==> src/rtl/uart_tx_scheduler.sv <==
// Round-robin sequencer in front of a UART transmitter: one byte from port A or a two-byte word from port B.
// Optional busy-rise timeout with sticky error and byte resend is enabled by defining UART_TX_SCHED_TIMEOUT_EN.
module uart_tx_scheduler #(
    parameter int DATA_WIDTH  = 8,
    parameter int TIMEOUT_CYC = 16
) (
    input  logic                    clk,
    input  logic                    rst_n,
    input  logic                    a_req_i,
    input  logic [DATA_WIDTH-1:0]   a_data_i,
    output logic                    a_ack_o,
    input  logic                    b_req_i,
    input  logic [2*DATA_WIDTH-1:0] b_data_i,
    output logic                    b_ack_o,
    input  logic                    cfg_par_en_i,
    input  logic                    cfg_par_type_i,
    input  logic                    tx_busy_i,
    output logic [DATA_WIDTH-1:0]   tx_p_data_o,
    output logic                    tx_data_valid_o,
    output logic                    tx_par_en_o,
    output logic                    tx_par_type_o,
    output logic                    sched_busy_o,
    output logic                    tx_err_o
);

    typedef enum logic [1:0] {S_IDLE, S_PULSE, S_WAIT_HI, S_WAIT_LO} state_e;

    state_e                  state_q, state_d;
    logic                    prefer_b_q, prefer_b_d;
    logic [DATA_WIDTH-1:0]   data_q, data_d;
    logic [DATA_WIDTH-1:0]   hold_q, hold_d;
    logic [1:0]              byte_idx_q, byte_idx_d;
    logic [1:0]              byte_cnt_q, byte_cnt_d;
    logic                    a_ack_q, a_ack_d;
    logic                    b_ack_q, b_ack_d;
    logic                    valid_q, valid_d;
    logic                    par_en_q, par_en_d;
    logic                    par_type_q, par_type_d;
    logic                    busy_q, busy_d;
    logic                    grant_a, grant_b;
    logic                    timeout;

    if (TIMEOUT_CYC < 1) begin : g_bad_timeout
        $error("TIMEOUT_CYC must be at least 1");
    end

    // On contention the pointer hands the grant to the port that did not win last time.
    assign grant_b = (state_q == S_IDLE) && b_req_i && (!a_req_i || prefer_b_q);
    assign grant_a = (state_q == S_IDLE) && a_req_i && !grant_b;

`ifdef UART_TX_SCHED_TIMEOUT_EN
    localparam int CW = $clog2(TIMEOUT_CYC + 1);
    logic [CW-1:0] to_cnt_q;
    logic          err_q;

    assign timeout = (to_cnt_q == CW'(TIMEOUT_CYC - 1)) && !tx_busy_i;

    always_ff @(posedge clk or negedge rst_n) begin
        if (!rst_n) begin
            to_cnt_q <= '0;
            err_q    <= 1'b0;
        end else begin
            to_cnt_q <= (state_q == S_WAIT_HI) ? to_cnt_q + 1'b1 : '0;
            if (state_q == S_WAIT_HI && timeout) err_q <= 1'b1;
        end
    end

    assign tx_err_o = err_q;
`else
    assign timeout  = 1'b0;
    assign tx_err_o = 1'b0;
`endif

    // NOTE: sequential state uses non-blocking assignments so every register samples pre-edge values.
    always_ff @(posedge clk or negedge rst_n) begin
        if (!rst_n) begin
            state_q    <= S_IDLE;
            prefer_b_q <= 1'b0;
            data_q     <= '0;
            hold_q     <= '0;
            byte_idx_q <= '0;
            byte_cnt_q <= '0;
            a_ack_q    <= 1'b0;
            b_ack_q    <= 1'b0;
            valid_q    <= 1'b0;
            par_en_q   <= 1'b0;
            par_type_q <= 1'b0;
            busy_q     <= 1'b0;
        end else begin
            state_q    <= state_d;
            prefer_b_q <= prefer_b_d;
            data_q     <= data_d;
            hold_q     <= hold_d;
            byte_idx_q <= byte_idx_d;
            byte_cnt_q <= byte_cnt_d;
            a_ack_q    <= a_ack_d;
            b_ack_q    <= b_ack_d;
            valid_q    <= valid_d;
            par_en_q   <= par_en_d;
            par_type_q <= par_type_d;
            busy_q     <= busy_d;
        end
    end

    // NOTE: every always_comb output gets a default first so no path can infer a latch.
    always_comb begin
        state_d = state_q;
        unique case (state_q)
            S_IDLE:    if (grant_a || grant_b) state_d = S_PULSE;
            S_PULSE:   if (!tx_busy_i) state_d = S_WAIT_HI;
            S_WAIT_HI: begin
                if (tx_busy_i)    state_d = S_WAIT_LO;
                else if (timeout) state_d = S_PULSE;
            end
            S_WAIT_LO: begin
                if (!tx_busy_i)
                    state_d = (byte_idx_q < byte_cnt_q - 2'd1) ? S_PULSE : S_IDLE;
            end
            default:   state_d = S_IDLE;
        endcase
    end

    always_comb begin
        prefer_b_d = prefer_b_q;
        data_d     = data_q;
        hold_d     = hold_q;
        byte_idx_d = byte_idx_q;
        byte_cnt_d = byte_cnt_q;
        a_ack_d    = 1'b0;
        b_ack_d    = 1'b0;
        valid_d    = 1'b0;
        par_en_d   = par_en_q;
        par_type_d = par_type_q;
        busy_d     = (state_d != S_IDLE);
        if (grant_a || grant_b) begin
            a_ack_d    = grant_a;
            b_ack_d    = grant_b;
            data_d     = grant_a ? a_data_i : b_data_i[DATA_WIDTH-1:0];
            hold_d     = b_data_i[2*DATA_WIDTH-1:DATA_WIDTH];
            byte_idx_d = 2'd0;
            byte_cnt_d = grant_a ? 2'd1 : 2'd2;
            par_en_d   = cfg_par_en_i;
            par_type_d = cfg_par_type_i;
            prefer_b_d = grant_a;
        end
        if (state_q == S_PULSE && !tx_busy_i) valid_d = 1'b1;
        // Upper byte moves onto the bus only once the transmitter has finished the lower one.
        if (state_q == S_WAIT_LO && !tx_busy_i && byte_idx_q < byte_cnt_q - 2'd1) begin
            byte_idx_d = byte_idx_q + 2'd1;
            data_d     = hold_q;
        end
    end

    assign a_ack_o         = a_ack_q;
    assign b_ack_o         = b_ack_q;
    assign tx_p_data_o     = data_q;
    assign tx_data_valid_o = valid_q;
    assign tx_par_en_o     = par_en_q;
    assign tx_par_type_o   = par_type_q;
    assign sched_busy_o    = busy_q;

endmodule
==> config.mk <==
export PLATFORM = sky130hd
export DESIGN_NAME = uart_tx_scheduler
export DESIGN_NICKNAME = d
export VERILOG_FILES = /design/src/rtl/uart_tx_scheduler.sv
export SDC_FILE = /design/constraint.sdc
export NUM_CORES = 1
export LEC_CHECK = 0
export CORE_UTILIZATION = 40
export DETAILED_ROUTE_END_ITERATION = 10
export GPL_ROUTABILITY_DRIVEN = 0
export GPL_TIMING_DRIVEN = 0
export PLACE_DENSITY = 0.75
export RECOVER_POWER = 50
export SYNTH_ARGS = -nofsm -noshare
export SYNTH_HDL_FRONTEND = slang
export SYNTH_SLANG_ARGS = --single-unit
==> constraint.sdc <==
create_clock -name clk -period 5.05 [get_ports clk]
set_input_delay 0.505 -clock clk [delete_from_list [all_inputs] [get_ports clk]]
set_output_delay 0.505 -clock clk [all_outputs]
set_load 0.03 [all_outputs]
==> metrics <==
outcome=finished, violations left; failing checks=design-rule violations; ANT nets after route=0; Critical Path Stages=7; 1st-iter DRT viols=49; H-tree depth=1; Core Region=between 2000 and 3000 µm²; CP Capture Type=flop; crit-path max FO=8; CP Capture Point=tx_p_data_o[7]; Yosys reg bits=28; Synth Instances=between 100 and 150; number of enable flip-flop cells after synthesis=0; die width=just under 60 µm; Slowest cell on crit path=or4_4; Clock Sinks=28; Slew Limit Headroom=4.994%; hold buffer count at cts=0; Buffers on Ports=44; post-synth top area cell=dfrtp_1; register area share after synthesis=approximately 56%; setup ws final=between 3000 and 4000 ps; VDD IR-drop max=between 0.0002 and 0.0003 V; CP cell instances=xor2_1 > ha_1 > o21a_1 > or4_4 > buf_6 > nand3_1 > nand4_1; share of cells above drive strength 1=under 10%; NumNets Final=approximately 220; gr usage total=~18%; fin. max-slew vios=0; CTS tree=done; Hold Path Class=in -> async; WHS=about 490 ps; Synth cell types=26; Crit Path Class=reg -> reg; Row Count=19; CTS buffer count=3; CP delay by family, top=simple AND/OR/NAND/NOR gates; FILL cells=between 200 and 300; largest net degree at the start of global routing=29; vias in the first global route=1038; Worst setup SP type=flop; vias=1081; Post-synth top cells=nand2_1, dfrtp_1, nand3_1; Detail Placement HPWL=roughly 2100 µm; via/cell ratio=5.005; worst r2r dst=tx_p_data_o[7]; die height=roughly 58 µm; Area contributors post-synth=dfrtp_1, nand2_1, nand3_1; Tmin final=about 2000 ps; Routed WL=approximately 2800 µm; PD cells=about 580 nW/µm²; Starting Density=about 44%; CTS Root Cell=clkbuf_4; asr flop ratio synth=100.0%; final setup fails=0; Area Growth Syn to Fin=40.60%; area share of the largest cell type after synthesis=a little under three fifths; Leak Pwr=approximately 0.00080 µW; dpl ws=between 2000 and 3000 ps; placed cells=between 200 and 250; FF+latch area=between 700 and 800 µm²; Non-Filler Instances=around 220; DRC violations left=2; top_reg_cell synth=dfrtp_1; Total Neg Setup Slack=0 ps; CP peak stage delay=490 ps; Worst Reg-to-Reg Cells=7; Die ar.=around 3400 µm²; initial antenna violation count=0; postcts setup bufs=0; post-cts repair resize count=0; fmax=0.5032 GHz; Synth Area per Inst=about 9.1 µm²; critical path buffer and inverter count=1; skew final=about 3.5 ps; Critical path origin=byte_cnt_q[0]; Yosys Warn Count=0; Bufs on Longest Clock Path=2; Max Cap Viol=0; multi-input logic area=505.5 µm²; clk slew on worst S/H paths=roughly 140 ps; first drt pass iteration count=7; Top Ports=between 40 and 50; syn nets=between 150 and 200; top-count cell post-synth=nand2_1; synthesized cell area=1251 µm²; Slew @ Worst Pin=around 1400 ps; crit path DAT=2190 ps; later-pin clock latency in the skew report=320 ps; RSZ-0062 raised after global routing=false; global-route wire length before repair=between 4000 and 5000 µm; routed len/inst=12.91 µm; fin crit share=roughly two fifths; grt total ovfl=0; critical path required time=around 5300 ps; final hold vios=0; worst reg2reg setup slack=between 3000 and 4000 ps; Antenna diodes=0; reg2reg start=byte_cnt_q[0]
-- logic make-up after synthesis --
| logic type | synth area share (%) |
|---|---|
| compound gates | 3.800 |
| simple gates | 32.40 |
| flops | 56.00 |
| buf+inv | 3.599 |
| other cells | 0.2997 |
| mux | 0.8000 |
| fa+ha+maj | 0.9998 |
| xor+xnor | 2.100 |
-- stage by stage --
stage	power, µW	utilization [%]	instance area (µm²)
finish	1021	61.67	1759
global route	1099	61.67	1759
detailed placement	928.1	60.66	1730
floorplan	732.4	-	1251
global placement	907.1	60.66	1730
CTS	1034	61.93	1767
-- placed cells by master, fill, tap and decap left out, types with 2 or more instances in the layout --
cell / instances
dfrtp_1: 28
nor2_1: 4
o21ai_0: 4
buf_2: 2
nand4_1: 8
o21a_1: 2
clkbuf_4: 3
nand3_1: 16
clkdlybuf4s50_1: 42
nand2_1: 53
clkbuf_1: 3
xnor2_1: 2
-- layer usage --
layer	global-route usage (%)	part of all wire (%)	up-vias
met5	0	0	-
met4	5.102	0.97	0
met3	4.018	3.9	2
met2	30.87	53	24
met1	22.85	42	499
li1	-	-	556
-- sequential cells by signal, indices dropped and copies added, names as in the netlist --
signal / flops
hold_q: 8
b_ack_o: 1
tx_p_data_o: 8
state_q: 2
tx_par_type_o: 1
tx_data_valid_o: 1
byte_cnt_q: 2
byte_idx_q: 2
a_ack_o: 1
tx_par_en_o: 1
sched_busy_o: 1
-- cell type report --
| type | instances | area share, % |
|---|---|---|
| clock buffer | 4 | 2.063 |
| timing repair buffer | 44 | 24.68 |
| sequential | 28 | 39.83 |
| tap | 31 | 2.205 |
| inverter | 2 | 0.4267 |
| multi-input combinational | 101 | 28.73 |
| buffer | 6 | 2.063 |
-- report_power, final --
part / total, µW / internal (µW) / leakage (µW) / switching (µW)
logic: 526 / 221 / 0.000431 / 305
registers: 390 / 328 / 0.000347 / 62.1
clock network: 105 / 44.1 / 0.0000210 / 60.6
-- how the worst min path moves through the flow --
| stage | start | endpoint | slack [ps] |
|---|---|---|---|
| after CTS | hold_q[1] | hold_q[1] | 500 |
| after detailed placement | hold_q[1] | hold_q[1] | 460 |
| after global routing | hold_q[3] | hold_q[3] | 520 |
| final | rst_n | state_q[0] | 490 |
| after floorplan | rst_n | a_ack_o | 210 |
| after global placement | hold_q[0] | hold_q[0] | 460 |
No activity file was read; power rests on OpenSTA's default activity.
==> edit (config.mk and constraints unchanged) <==
`DATA_WIDTH`: 8 -> 10.
--- a/src/rtl/uart_tx_scheduler.sv
+++ b/src/rtl/uart_tx_scheduler.sv
@@ -1,7 +1,7 @@
 // Round-robin sequencer in front of a UART transmitter: one byte from port A or a two-byte word from port B.
 // Optional busy-rise timeout with sticky error and byte resend is enabled by defining UART_TX_SCHED_TIMEOUT_EN.
 module uart_tx_scheduler #(
-    parameter int DATA_WIDTH  = 8,
+    parameter int DATA_WIDTH  = 10,
     parameter int TIMEOUT_CYC = 16
 ) (
     input  logic                    clk,
Interface: changed (resized a_data_i, b_data_i and tx_p_data_o); port bits go from 46 to 54. The function was not compared with the original's and may differ.
==> edit against the original RTL <==
The flow finishes with violations (max-capacitance violations, max-slew violations). Routed wire length up 15%. Cell area up 15%. Worst setup slack worse by 0.30 ns. Area after synthesis up 13%. Total power up 14%. Worst hold slack worse by 0.0083 ns. Sequential cell count up 4. Count of clock-buffer cells in the layout up 2. Critical path type is now input pin to flip-flop. Critical endpoint is now sched_busy_o.
==> edit: results <==
metrics = {
    "setup_path": {
        "cp_max_fo": 10,
        "cp-startpoint": "a_req_i",
        "cp_slowest_cell": "o21ai_0",
    },
    "global_route": {
        "grt_max_degree": 33,
        "grt_pass1_wl_um": 4980,
        "grt_pass1_vias": 1120,
    },
    "placed_design": {
        "placedCellCount": 258,
        "hpwl_um": 2240,
        "portBuffers": 52,
        "dp_slack_ns": 2.78,
    },
    "final_layout": {
        "clkbuf_count": 6,
        "fin_cells": 265,
        "clkCellAreaFrac_pct": 2.29,
        "finalInstanceArea_mm2": 0.00203,
        "nMultiInputCombCells": 117,
    },
    "clocking": {
        "cts_buffers": 5,
        "cts_sinks": 32,
    },
    "run_status": {
        "outcome": "finished with violations",
        "violations": "max-capacitance violations, max-slew violations",
    },
    "die": {
        "fp.dieW_um": 61.4,
    },
    "timing": {
        "max_slew_margin_pct": -10.1,
        "maxSlewViolCount": 33,
    },
    "routing": {
        "routed_wl_um": 3190,
    },
    "worst_hold_path": {
        "hold_class": "flip-flop to flip-flop",
    },
    "logic_synthesis": {
        "yosysSeqAreaShare_pct": 56.8,
        "syn_nets": 198,
    },
    "power": {
        "p_leak_nw": 0.929,
    },
    "run": {
        "drv_cap": 1,
    },
}
edit: final timing paths:
check	end	slack, ns	cells past startpoint
worst max-delay path	sched_busy_o	2.76	4
min in group asynchronous	tx_par_en_o	0.57	1
worst max register to register	tx_p_data_o[8]	3.06	7
worst min register to register	hold_q[0]	0.48	2
max in group asynchronous	byte_cnt_q[1]	3.52	1
worst min-delay path	hold_q[0]	0.48	2
edit: where the power goes:
part           switching, mW  internal (mW)  total [mW]
clock network         0.0858         0.0511       0.137
logic                  0.341          0.246       0.587
registers             0.0664          0.376       0.443
edit: worst reg2reg max path: stages, from the launching register on:
cell and delay (ns):
dfrtp_1 0.44, xor2_1 0.16, ha_1 0.27, o21a_1 0.13, or4_1 0.45, buf_2 0.20
nand3_1 0.10, nand4_1 0.11
edit: routing by layer:
layer,vias up,GRT usage (%),routed length [um]
met4,0,5.71,45
li1,646,-,-
met1,574,24.5,1420
met5,-,0,0
met2,50,29.8,1480
met3,7,7.98,245
